### config.mk
export PLATFORM = sky130hd
export DESIGN_NAME = conv_sched
export DESIGN_NICKNAME = d
export VERILOG_FILES = /design/src/rtl/conv_sched.sv
export SDC_FILE = /design/constraint.sdc
export NUM_CORES = 1
export LEC_CHECK = 0
export CAP_MARGIN = 25
export CORE_ASPECT_RATIO = 0.5
export CORE_UTILIZATION = 40
export CTS_CLUSTER_SIZE = 8
export DETAILED_ROUTE_END_ITERATION = 10
export DONT_BUFFER_PORTS = 1
export SLEW_MARGIN = 20
export SYNTH_ARGS = -nofsm -noshare
export SYNTH_HDL_FRONTEND = slang
export SYNTH_SLANG_ARGS = --single-unit
### constraint.sdc
create_clock -name clk -period 6.1 [get_ports clk]
set_input_delay 0.915 -clock clk [delete_from_list [all_inputs] [get_ports clk]]
set_output_delay 0.915 -clock clk [all_outputs]
set_load 0.005 [all_outputs]
### src/rtl/conv_sched.sv
// Sliding-window / kernel-bank sequencer feeding one combinational conv instance.
// Optional CONV_SCHED_RELU_EN: clamp negative conv results to zero at capture.
module conv_sched #(
  parameter int IN_WIDTH     = 12,
  parameter int WEIGHT_WIDTH = 12,
  parameter int OUT_WIDTH    = 12,
  parameter int N            = 5,
  parameter int C_OUT        = 4,
  parameter int CH_W         = $clog2(C_OUT)
) (
  input  logic                      clk,
  input  logic                      rst_n,
  input  logic                      clr,
  input  logic [IN_WIDTH-1:0]       in_data,
  input  logic                      in_valid,
  output logic                      in_ready,
  input  logic                      w_we,
  input  logic [CH_W-1:0]           w_addr,
  input  logic [N*WEIGHT_WIDTH-1:0] w_data,
  output logic                      w_ready,
  output logic [N*IN_WIDTH-1:0]     conv_x,
  output logic [N*WEIGHT_WIDTH-1:0] conv_h,
  input  logic [OUT_WIDTH-1:0]      conv_y,
  output logic [OUT_WIDTH-1:0]      out_data,
  output logic [CH_W-1:0]           out_ch,
  output logic                      out_last,
  output logic                      out_valid,
  input  logic                      out_ready
);

  localparam int FILL_W = $clog2(N + 1);
  localparam logic [FILL_W-1:0] FULL      = FILL_W'(N);
  localparam logic [FILL_W-1:0] FULL_M1   = FILL_W'(N - 1);
  localparam logic [CH_W-1:0]   LAST_CH   = CH_W'(C_OUT - 1);
  localparam logic [CH_W:0]     NUM_BANKS = (CH_W + 1)'(C_OUT);

  typedef enum logic {IDLE, RUN} state_t;

  state_t                    state, state_nxt;
  logic [IN_WIDTH-1:0]       win  [N];
  logic [N*WEIGHT_WIDTH-1:0] bank [C_OUT];
  logic [FILL_W-1:0]         fill_cnt;
  logic [CH_W-1:0]           ch;
  logic                      accept;
  logic                      capture;
  logic                      bank_we;
  logic [OUT_WIDTH-1:0]      cap_data;

`ifdef CONV_SCHED_RELU_EN
  assign cap_data = conv_y[OUT_WIDTH-1] ? '0 : conv_y;
`else
  assign cap_data = conv_y;
`endif

  for (genvar l = 0; l < N; l++) begin : g_pack
    assign conv_x[l*IN_WIDTH +: IN_WIDTH] = win[l];
  end

  assign conv_h  = bank[ch];
  assign bank_we = w_we && w_ready && ({1'b0, w_addr} < NUM_BANKS);

  // NOTE: every output of this block gets a default first, so no path leaves one unassigned and no latch is inferred.
  always_comb begin
    state_nxt = state;
    in_ready  = 1'b0;
    w_ready   = 1'b0;
    accept    = 1'b0;
    capture   = 1'b0;
    unique case (state)
      IDLE: begin
        in_ready = 1'b1;
        w_ready  = 1'b1;
        accept   = in_valid;
        if (in_valid && fill_cnt >= FULL_M1) state_nxt = RUN;
      end
      RUN: begin
        capture = !out_valid || out_ready;
        if (capture && ch == LAST_CH) state_nxt = IDLE;
      end
      default: state_nxt = IDLE;
    endcase
  end

  // NOTE: sequential state uses non-blocking assignments so all registers update from pre-edge values.
  always_ff @(posedge clk) begin
    if (!rst_n || clr) state <= IDLE;
    else               state <= state_nxt;
  end

  always_ff @(posedge clk) begin
    if (!rst_n || clr) begin
      for (int l = 0; l < N; l++) win[l] <= '0;
      fill_cnt  <= '0;
      ch        <= '0;
      out_data  <= '0;
      out_ch    <= '0;
      out_last  <= 1'b0;
      out_valid <= 1'b0;
    end else begin
      if (accept) begin
        for (int l = 0; l < N - 1; l++) win[l] <= win[l+1];
        win[N-1] <= in_data;
        fill_cnt <= (fill_cnt == FULL) ? FULL : fill_cnt + 1'b1;
      end
      if (capture) begin
        out_data  <= cap_data;
        out_ch    <= ch;
        out_last  <= (ch == LAST_CH);
        out_valid <= 1'b1;
        ch        <= (ch == LAST_CH) ? '0 : ch + 1'b1;
      end else if (out_ready) begin
        out_valid <= 1'b0;
      end
    end
  end

  // NOTE: the kernel bank is a small register array that must read as zero after reset, so it is reset explicitly; clr leaves it intact.
  always_ff @(posedge clk) begin
    if (!rst_n) begin
      for (int k = 0; k < C_OUT; k++) bank[k] <= '0;
    end else if (bank_we) begin
      bank[w_addr] <= w_data;
    end
  end

endmodule
==> impl_metrics.env, run 1 <==
export IMPL_wirelength_mm=28.6
export IMPL_syn_area_per_cell_um2=16.2
export IMPL_syn_instance_count=830
export IMPL_clkSinkCount=324
export IMPL_dp_worst_setup_slack_ns=2.61
export IMPL_slowest_stage="dfxtp_4"
export IMPL_syn2layout_area_growth_pct=12.6
export IMPL_period_needed_ns=3.49
export IMPL_skew_ns=0.0139
export IMPL_max_freq_mhz=286
export IMPL_h_tree_depth=2
export IMPL_worstSetupPathType="reg2out"
export IMPL_dp_cells=1219
export IMPL_drive_above_1_share_pct=16.3
export IMPL_ys_types=34
export IMPL_synth_top_cell_area_share_pct=66.8
export IMPL_critPathTopFamily="flip-flops"
export IMPL_wl_per_cell_um=22.4
export IMPL_rows=47
export IMPL_grt_max_degree=67
export IMPL_fin_area_um2=15200
export IMPL_worstMarginPinSlew_ns=0.989
export IMPL_initial_utilization_pct=40.7
export IMPL_route_detailed_drc=0
export IMPL_num_antenna_cells=0
export IMPL_place_area_um2=13900
export IMPL_crit_fanout=37
export IMPL_place_hpwl_mm=16.3
export IMPL_hp_start="fill_cnt[0]"
export IMPL_drt_iter0_drc=492
export IMPL_dr_total_vias=6807
export IMPL_syn_nets=923
export IMPL_finalCritPeriodShare_pct=57.3
export IMPL_worstReg2RegStart="state"
export IMPL_grt_pass1_wl_mm=43.3
export IMPL_worst_slack_ns=2.61
export IMPL_globalplace_congestion=0.720
export IMPL_tns_ns=0
export IMPL_p_leak_nw=5.52
export IMPL_detail_route_antenna_nets=0
export IMPL_drv_slew=0
export IMPL_cts_root_buf="clkbuf_16"
export IMPL_core_um2=33100
export IMPL_synth_area_leaders="edfxtp_1 (67%), and2_1 (11%), mux4_2 (10%), dfxtp_1 (3.6%), and3_1 (2.8%)"
export IMPL_synth_seq_area_share_pct=70.4
export IMPL_worstSetupEndpointType="output port"
export IMPL_status="complete, no violations"
export IMPL_p_per_area_nw_per_um2=329
export IMPL_pin_count=230
export IMPL_total_power_mw=5.00
export IMPL_required_ns=5.18
export IMPL_hold_viol=0
export IMPL_vdd_ir_drop_max_mv=0.179
export IMPL_hold_path_class="reg2reg"
export IMPL_yosysWarnings=0
export IMPL_crit_buf_inv=1
export IMPL_hold_ws_ns=0.489
export IMPL_finalNonFillerCells=1279
export IMPL_layout_nets=921
export IMPL_firstDrtPassIters=4
export IMPL_cts_buffer_depth=3
export IMPL_via_per_inst=5.32
export IMPL_worst_setup_path_start_kind="flop"
export IMPL_dieArea_um2=34500
export IMPL_numCtsBuffers=46
export IMPL_die_x_um=262
export IMPL_die_y_um=132
export IMPL_finalSetupViolCount=0
export IMPL_cts_tree="yes"
export IMPL_maxCapViolations=0
export IMPL_slew_headroom_pct=34.1
export IMPL_worstPathArrival_ns=2.58
export IMPL_yosys_area_top_type="edfxtp_1"
export IMPL_syn_cell_area_um2=13500
export IMPL_postCtsSetupRepairBufs=0
export IMPL_hold_buffers=0
export IMPL_clock_latency_ns=0.54
export IMPL_antenna_found_initial=1
export IMPL_ys_seq_elements=324
export IMPL_crit_path_max_incr_delay_ns=0.86
export IMPL_portBuffers=0
export IMPL_globalRouteOverflowTotal=0
export IMPL_rsz0062_at_grt="no"
export IMPL_fin_util_pct=45.9
export IMPL_grt_pass1_vias=7131
export IMPL_track_usage_pct=16.8
export IMPL_cts_resized=0
export IMPL_cp_cell_sequence="buf_4, mux4_2"
export IMPL_cts_reportedPaths_clkPinSlew_ns=0.05
==> final cells by class <==
class / count / area [µm²]
tap: 441 / 552
clock buffer: 54 / 1180
clock inverter: 4 / 38.8
fill: 2803 / 17900
sequential: 324 / 9490
multi-input combinational: 442 / 3780
inverter: 1 / 3.75
timing repair buffer: 13 / 138
==> Yosys cell counts, drive strengths merged <==
cell and number:
edfxtp 300, and2 240, and3 61, mux4 60, clkbuf 53, dfxtp 24
o21ai 19, a21oi 17, nand3 14, buf 10, nand2b 7, nand2 4
nor2 3, nand3b 2, nor2b 2, nor3b 2, a31o 1, a31oi 1
and2b 1, ha 1, inv 1, mux2i 1, nand4 1, nand4b 1
nor3 1, nor4 1, or4 1, xor2 1
==> cell usage in the layout (no fill, tap or decap), drive strengths merged, types with 3 or more instances in the layout <==
master,n
mux4,60
inv,3
clkbuf,54
nand3,14
buf,13
dfxtp,24
nand2b,7
o21ai,19
edfxtp,300
nor2,3
nand2,4
and3,61
and2,240
a21oi,17
==> worst paths after layout <==
check | cells past startpoint | slack (ns) | end
min | 1 | 0.49 | fill_cnt[0]
max | 2 | 2.61 | conv_h[20]
max reg2reg | 4 | 3.02 | bank[3][39]
min reg2reg | 1 | 0.49 | fill_cnt[0]
==> metal layers <==
metal  GRT usage, %  vias to the layer above  routed length, µm  part of all wire, %
met5              0                        -                  0                    0
met1           20.6                     3495              11600                   41
met2           28.5                      192              14500                   51
met3           5.09                       54               1870                  6.5
li1               -                     3066                  -                    -
met4           4.94                        0                643                  2.2
==> state kept, by name (all words and copies together) (netlist names), named ones only <==
register   count
out_ch         2
out_valid      1
out_last       1
win           60
fill_cnt       3
out_data      12
bank         240
state          1
ch             2
==> power breakdown <==
group / switching (mW) / total [mW] / internal, mW
clock network: 0.884 / 2.23 / 1.34
logic: 0.111 / 0.180 / 0.0691
registers: 0.0402 / 2.60 / 2.56
total: 1.03 / 5.00 / 3.97
==> kinds of logic after synthesis <==
| kind of cell | Yosys count | synth area share, % |
|---|---|---|
| simple gates | 341 | 15.9 |
| flops | 324 | 70.4 |
| fa+ha+maj | 1 | 0.0928 |
| mux | 61 | 10.1 |
| xor+xnor | 1 | 0.0650 |
| buf+inv | 64 | 2.00 |
| compound gates | 38 | 1.45 |
Note: power is estimated with default switching activity, not from simulation.
==> run 2, diff against run 1 <==
==> constraint.sdc (replaced) <==
create_clock -name clk -period 2.9 [get_ports clk]
set_input_delay 0.435 -clock clk [delete_from_list [all_inputs] [get_ports clk]]
set_output_delay 0.435 -clock clk [all_outputs]
set_load 0.005 [all_outputs]
==> run 2 against run 1 <==
  * Core utilization rose by 0.58 points
  * Die area did not move
  * Wire length is 3.5% higher
  * Clock power rose by 120%
  * Combinational power up 120%
  * Design area is 1.3% higher
  * Non-clock buffer count rose by 9
  * Final cell count grew 1.3%
  * Setup slack lost 2.1 ns
  * Sequential share of layout area fell by 0.77 points
  * Sequential cell count stayed put
  * Clock skew is essentially flat
==> impl_metrics.env, run 2 (same netlist as run 1, synthesis figures left out) <==
export IMPL_grt_pass1_wl_mm=44.7
export IMPL_via_per_inst=5.31
export IMPL_drv_slew=0
export IMPL_syn2layout_area_growth_pct=14.1
export IMPL_worstReg2RegStart="state"
export IMPL_num_antenna_cells=0
export IMPL_postCtsSetupRepairBufs=0
export IMPL_total_power_mw=10.8
export IMPL_vdd_ir_drop_max_mv=0.356
export IMPL_critPathTopFamily="flip-flops"
export IMPL_cts_tree="yes"
export IMPL_die_x_um=262
export IMPL_status="complete, no violations"
export IMPL_largestRegisters="bank: 240 flops, win: 60 flops, out_data: 12 flops"
export IMPL_gr_usage_met2_pct=30.1
export IMPL_place_hpwl_mm=17.0
export IMPL_slew_headroom_pct=49.9
export IMPL_worstSetupPathType="reg2out"
export IMPL_detail_route_antenna_nets=0
export IMPL_grtUsageMet3_pct=5.04
export IMPL_numCtsBuffers=46
export IMPL_layout_nets=930
export IMPL_grt_max_degree=61
export IMPL_core_um2=33100
export IMPL_globalplace_congestion=0.766
export IMPL_cts_resized=0
export IMPL_worstSetupEndpointType="output port"
export IMPL_track_usage_pct=17.3
export IMPL_h_tree_depth=2
export IMPL_hold_path_class="in2reg"
export IMPL_tns_ns=0
export IMPL_hold_buffers=0
export IMPL_cts_reportedPaths_clkPinSlew_ns=0.05
export IMPL_wl_per_cell_um=22.8
export IMPL_final_common_cell="edfxtp_1"
export IMPL_fillers=2829
export IMPL_slowest_stage="dfxtp_4"
export IMPL_p_leak_nw=5.61
export IMPL_layout_common_cells="edfxtp_1 (300), and2_1 (240), mux4_2 (60), and3_1 (60), clkbuf_16 (47)"
export IMPL_pin_count=230
export IMPL_dieArea_um2=34500
export IMPL_dp_cells=1230
export IMPL_worstMarginPinSlew_ns=0.751
export IMPL_initial_utilization_pct=40.7
export IMPL_p_per_area_nw_per_um2=699
export IMPL_worstPathArrival_ns=2.00
export IMPL_dr_total_vias=6879
export IMPL_wirelength_mm=29.6
export IMPL_drive_above_1_share_pct=17.1
export IMPL_rows=47
export IMPL_grt_util_met1_pct=20.7
export IMPL_maxCapViolations=0
export IMPL_grt_pass1_vias=7430
export IMPL_required_ns=2.47
export IMPL_route_detailed_drc=0
export IMPL_firstDrtPassIters=5
export IMPL_cts_root_buf="clkbuf_16"
export IMPL_crit_path_max_incr_delay_ns=0.59
export IMPL_die_y_um=132
export IMPL_drt_iter0_drc=395
export IMPL_top_register="bank"
export IMPL_period_needed_ns=2.43
export IMPL_globalRouteOverflowTotal=0
export IMPL_crit_fanout=17
export IMPL_hold_viol=0
export IMPL_clkSinkCount=324
export IMPL_rsz0062_at_grt="no"
export IMPL_largest_reg_flops=240
export IMPL_crit_buf_inv=1
export IMPL_finalCritPeriodShare_pct=83.9
export IMPL_portBuffers=0
export IMPL_fin_util_pct=46.4
export IMPL_skew_ns=0.0134
export IMPL_finalSetupViolCount=0
export IMPL_antenna_found_initial=0
export IMPL_worst_setup_path_start_kind="flop"
export IMPL_cts_buffer_depth=3
export IMPL_busiest_layer="met2"
export IMPL_cp_cell_sequence="buf_4, mux4_2"
export IMPL_hp_start="conv_y[1]"
export IMPL_clock_latency_ns=0.54
export IMPL_finalNonFillerCells=1296
export IMPL_max_freq_mhz=411
run 2: changes by cell type in the layout (fill, tap and decap cells not counted), sizes merged:
cell	change
buf	+9
clkinv	-2
clkbuf	+9
bufinv	+1
run 2: cell type report:
type,count,area (µm²),area share (%)
tap,441,552,3.59
timing repair buffer,22,253,1.64
inverter,1,3.75,0.0244
sequential,324,9500,61.8
clock inverter,3,58.8,0.382
clock buffer,63,1240,8.04
multi-input combinational,442,3780,24.6
run 2: metrics by stage:
stage | area [µm²] | hold slack, ns | setup WS, ns
2_1_floorplan | 13500 | 0.449 | -0.109
4_1_cts | 15400 | 0.0162 | 0.386
3_5_place_dp | 14100 | 0.483 | 0.974
5_1_grt | 15400 | 0.0174 | 0.338
6_report | 15400 | 0.0466 | 0.468
3_3_place_gp | 14100 | 0.464 | 0.986
run 2: path summary, 6_finish.rpt:
| path | endpoint | slack (ns) | cells after the start |
|---|---|---|---|
| setup / recovery | conv_h[18] | 0.47 | 2 |
| hold / removal | out_data[1] | 0.05 | 2 |
| setup reg to reg | bank[2][56] | 1.05 | 4 |
| hold reg to reg | out_ch[1] | 0.49 | 2 |
run 2: worst reg2reg max path, stage by stage (launching register included):
cell and delay (ns):
dfxtp_1 0.32, nand3b_4 0.21, nor3b_4 0.22, nand2b_4 0.43, buf_12 0.31
run 2: power breakdown:
group | switching [mW] | internal, mW
clock | 1.89 | 3.01
combinational | 0.239 | 0.151
sequential | 0.0851 | 5.37
run 2: layer usage:
metal  vias to the layer above  part of all wire, %
met3                        50                  5.9
met5                         -                    0
met2                       164                   51
li1                       3093                    -
met1                      3572                   41
met4                         0                  2.2
==> run 3, diff against run 2 <==
==> constraint.sdc (replaced) <==
create_clock -name clk -period 2.1 [get_ports clk]
set_input_delay 0.315 -clock clk [delete_from_list [all_inputs] [get_ports clk]]
set_output_delay 0.315 -clock clk [all_outputs]
set_load 0.005 [all_outputs]
==> run 3 against run 2 <==
  * Sequential share of layout area is 4.6 points lower
  * Combinational power is 92% higher
  * Design area is 8.0% higher
  * Via count is 5.1% higher
  * Final cell count is 7.3% higher
  * Clock skew is 0.015 ns higher
  * Worst hold slack worse by 0.021 ns
  * Register-to-register slack worse by 0.65 ns
  * First-iteration DRC count is 22% higher
  * Critical path type unchanged
  * Highest routed layer unchanged
==> impl_metrics.env, run 3 (same netlist as run 1, synthesis figures left out) <==
export IMPL_numCtsBuffers=46
export IMPL_cts_buffer_depth=3
export IMPL_busiest_layer="met2"
export IMPL_core_um2=33100
export IMPL_crit_fanout=7
export IMPL_status="complete, no violations"
export IMPL_worstPathArrival_ns=1.76
export IMPL_rows=47
export IMPL_place_hpwl_mm=17.4
export IMPL_detail_route_antenna_nets=0
export IMPL_vdd_ir_drop_max_mv=0.548
export IMPL_dieArea_um2=34500
export IMPL_period_needed_ns=2.08
export IMPL_r2r_worst_path_cells=5
export IMPL_p_per_area_nw_per_um2=889
export IMPL_grt_pass1_vias=7699
export IMPL_power_frac_clock_pct=43.9
export IMPL_worstReg2RegStart="state"
export IMPL_p_int_mw=11.7
export IMPL_switching_share_pct=20.8
export IMPL_gr_usage_met2_pct=30.6
export IMPL_firstDrtPassIters=8
export IMPL_drv_slew=0
export IMPL_portBuffers=0
export IMPL_grt_pass1_wl_mm=45.7
export IMPL_largestRegisters="bank: 240 flops, win: 60 flops, out_data: 12 flops"
export IMPL_die_y_um=132
export IMPL_grt_util_met1_pct=21.5
export IMPL_worstMarginPinSlew_ns=0.740
export IMPL_top_register="bank"
export IMPL_max_freq_mhz=482
export IMPL_clkSinkCount=324
export IMPL_tns_ns=0
export IMPL_wirelength_mm=30.0
export IMPL_finalCritPeriodShare_pct=98.8
export IMPL_h_tree_depth=2
export IMPL_crit_path_max_incr_delay_ns=0.55
export IMPL_globalplace_congestion=0.738
export IMPL_hold_viol=0
export IMPL_track_usage_pct=17.6
export IMPL_cts_tree="yes"
export IMPL_hold_path_end="win[0][57]"
export IMPL_finalNonFillerCells=1390
export IMPL_final_common_cell="edfxtp_1"
export IMPL_antenna_found_initial=0
export IMPL_power_frac_seq_pct=51.0
export IMPL_largest_reg_flops=240
export IMPL_syn2layout_area_growth_pct=23.2
export IMPL_dp_cells=1237
export IMPL_worst_setup_path_start_kind="flop"
export IMPL_num_antenna_cells=0
export IMPL_cts_root_buf="clkbuf_16"
export IMPL_wl_per_cell_um=21.6
export IMPL_worstSetupPathType="reg2out"
export IMPL_ff2ff_setup_slack_ns=0.40
export IMPL_slowest_stage="mux4_2"
export IMPL_die_x_um=262
export IMPL_combinationalPowerShare_pct=5.1
export IMPL_min_path_cells=1
export IMPL_cp_cell_sequence="buf_12, clkbuf_16, mux4_2"
export IMPL_hold_ws_ns=0.0254
export IMPL_dr_total_vias=7233
export IMPL_hold_path_class="in2reg"
export IMPL_slew_headroom_pct=50.6
export IMPL_required_ns=1.78
export IMPL_drive_above_1_share_pct=17.8
export IMPL_drt_iter0_drc=483
export IMPL_grtUsageMet3_pct=5.02
export IMPL_cts_reportedPaths_clkPinSlew_ns=0.05
export IMPL_finalSetupViolCount=0
export IMPL_crit_buf_inv=2
export IMPL_skew_ns=0.0287
export IMPL_grt_max_degree=61
export IMPL_pin_count=230
export IMPL_initial_utilization_pct=40.7
export IMPL_clock_latency_ns=0.56
export IMPL_switchingPower_mw=3.07
export IMPL_critPathTopFamily="multiplexers"
export IMPL_p_leak_nw=6.13
export IMPL_worstSetupEndpointType="output port"
export IMPL_hp_start="in_data[9]"
export IMPL_maxCapViolations=0
export IMPL_via_per_inst=5.20
export IMPL_rsz0062_at_grt="yes"
export IMPL_route_detailed_drc=0
export IMPL_layout_common_cells="edfxtp_1 (300), and2_1 (240), dlygate4sd3_1 (84)"
export IMPL_layout_nets=1034
export IMPL_globalRouteOverflowTotal=0
==> run 3: repair_timing <==
item                                    in CTS  in global routing
endpoints found under the hold margin      264                  0
endpoints found under the setup margin      60                 60
cloned                                       1                  4
gates resized for setup                      7                  1
buffers inserted                             4                  4
hold buffers                                84                  0
pin swaps                                    0                  0
==> run 3: cell type report <==
cell class	count	area, µm²
clock buffers	52	1180
clock inverters	4	58.8
fillers	2687	16500
inverters	1	3.75
multi-input cells	442	3780
flip-flops and latches	324	9500
well taps	441	552
repair buffers	126	1530
==> run 3: worst max-delay path by stage <==
| stage | from | end | cells after the start | slack [ns] |
|---|---|---|---|---|
| final | flop | conv_h[52] | 3 | 0.02 |
| after global routing | flop | conv_h[9] | 3 | -0.04 |
| after CTS | flop | conv_h[25] | 2 | -0.05 |
| after detailed placement | w_addr[1] | bank[1][13] | 4 | 0.37 |
| after global placement | state | flop | 5 | 0.39 |
| after floorplan | state | bank[3][0] | 5 | -0.005 |
==> run 3: per-stage QoR <==
stage	worst slack [ns]	power, mW	utilization (%)	cell area, µm²
finish	0.0246	14.8	50.2	16600
detailed placement	0.370	8.26	43.1	14300
global placement	0.392	8.23	43.1	14300
global route	-0.0362	15.3	50.2	16600
CTS	-0.0550	14.9	49.7	16500
floorplan	-0.00490	7.98	-	13500
==> run 3: per-layer routing <==
metal  up-vias  share of wire, %
li1       3301                 -
met3        49               6.6
met2       190                52
met5         -                 0
met4         0               1.8
met1      3693                40
==> run 3: power by group through the flow <==
stage          clock (mW)  sequential (mW)  combinational (mW)
6_report             6.48             7.52               0.750
5_1_grt              6.92             7.55               0.808
4_1_cts              6.64             7.53               0.766
3_5_place_dp            0             7.65               0.604
3_3_place_gp            0             7.63               0.598
2_1_floorplan           0             7.61               0.375
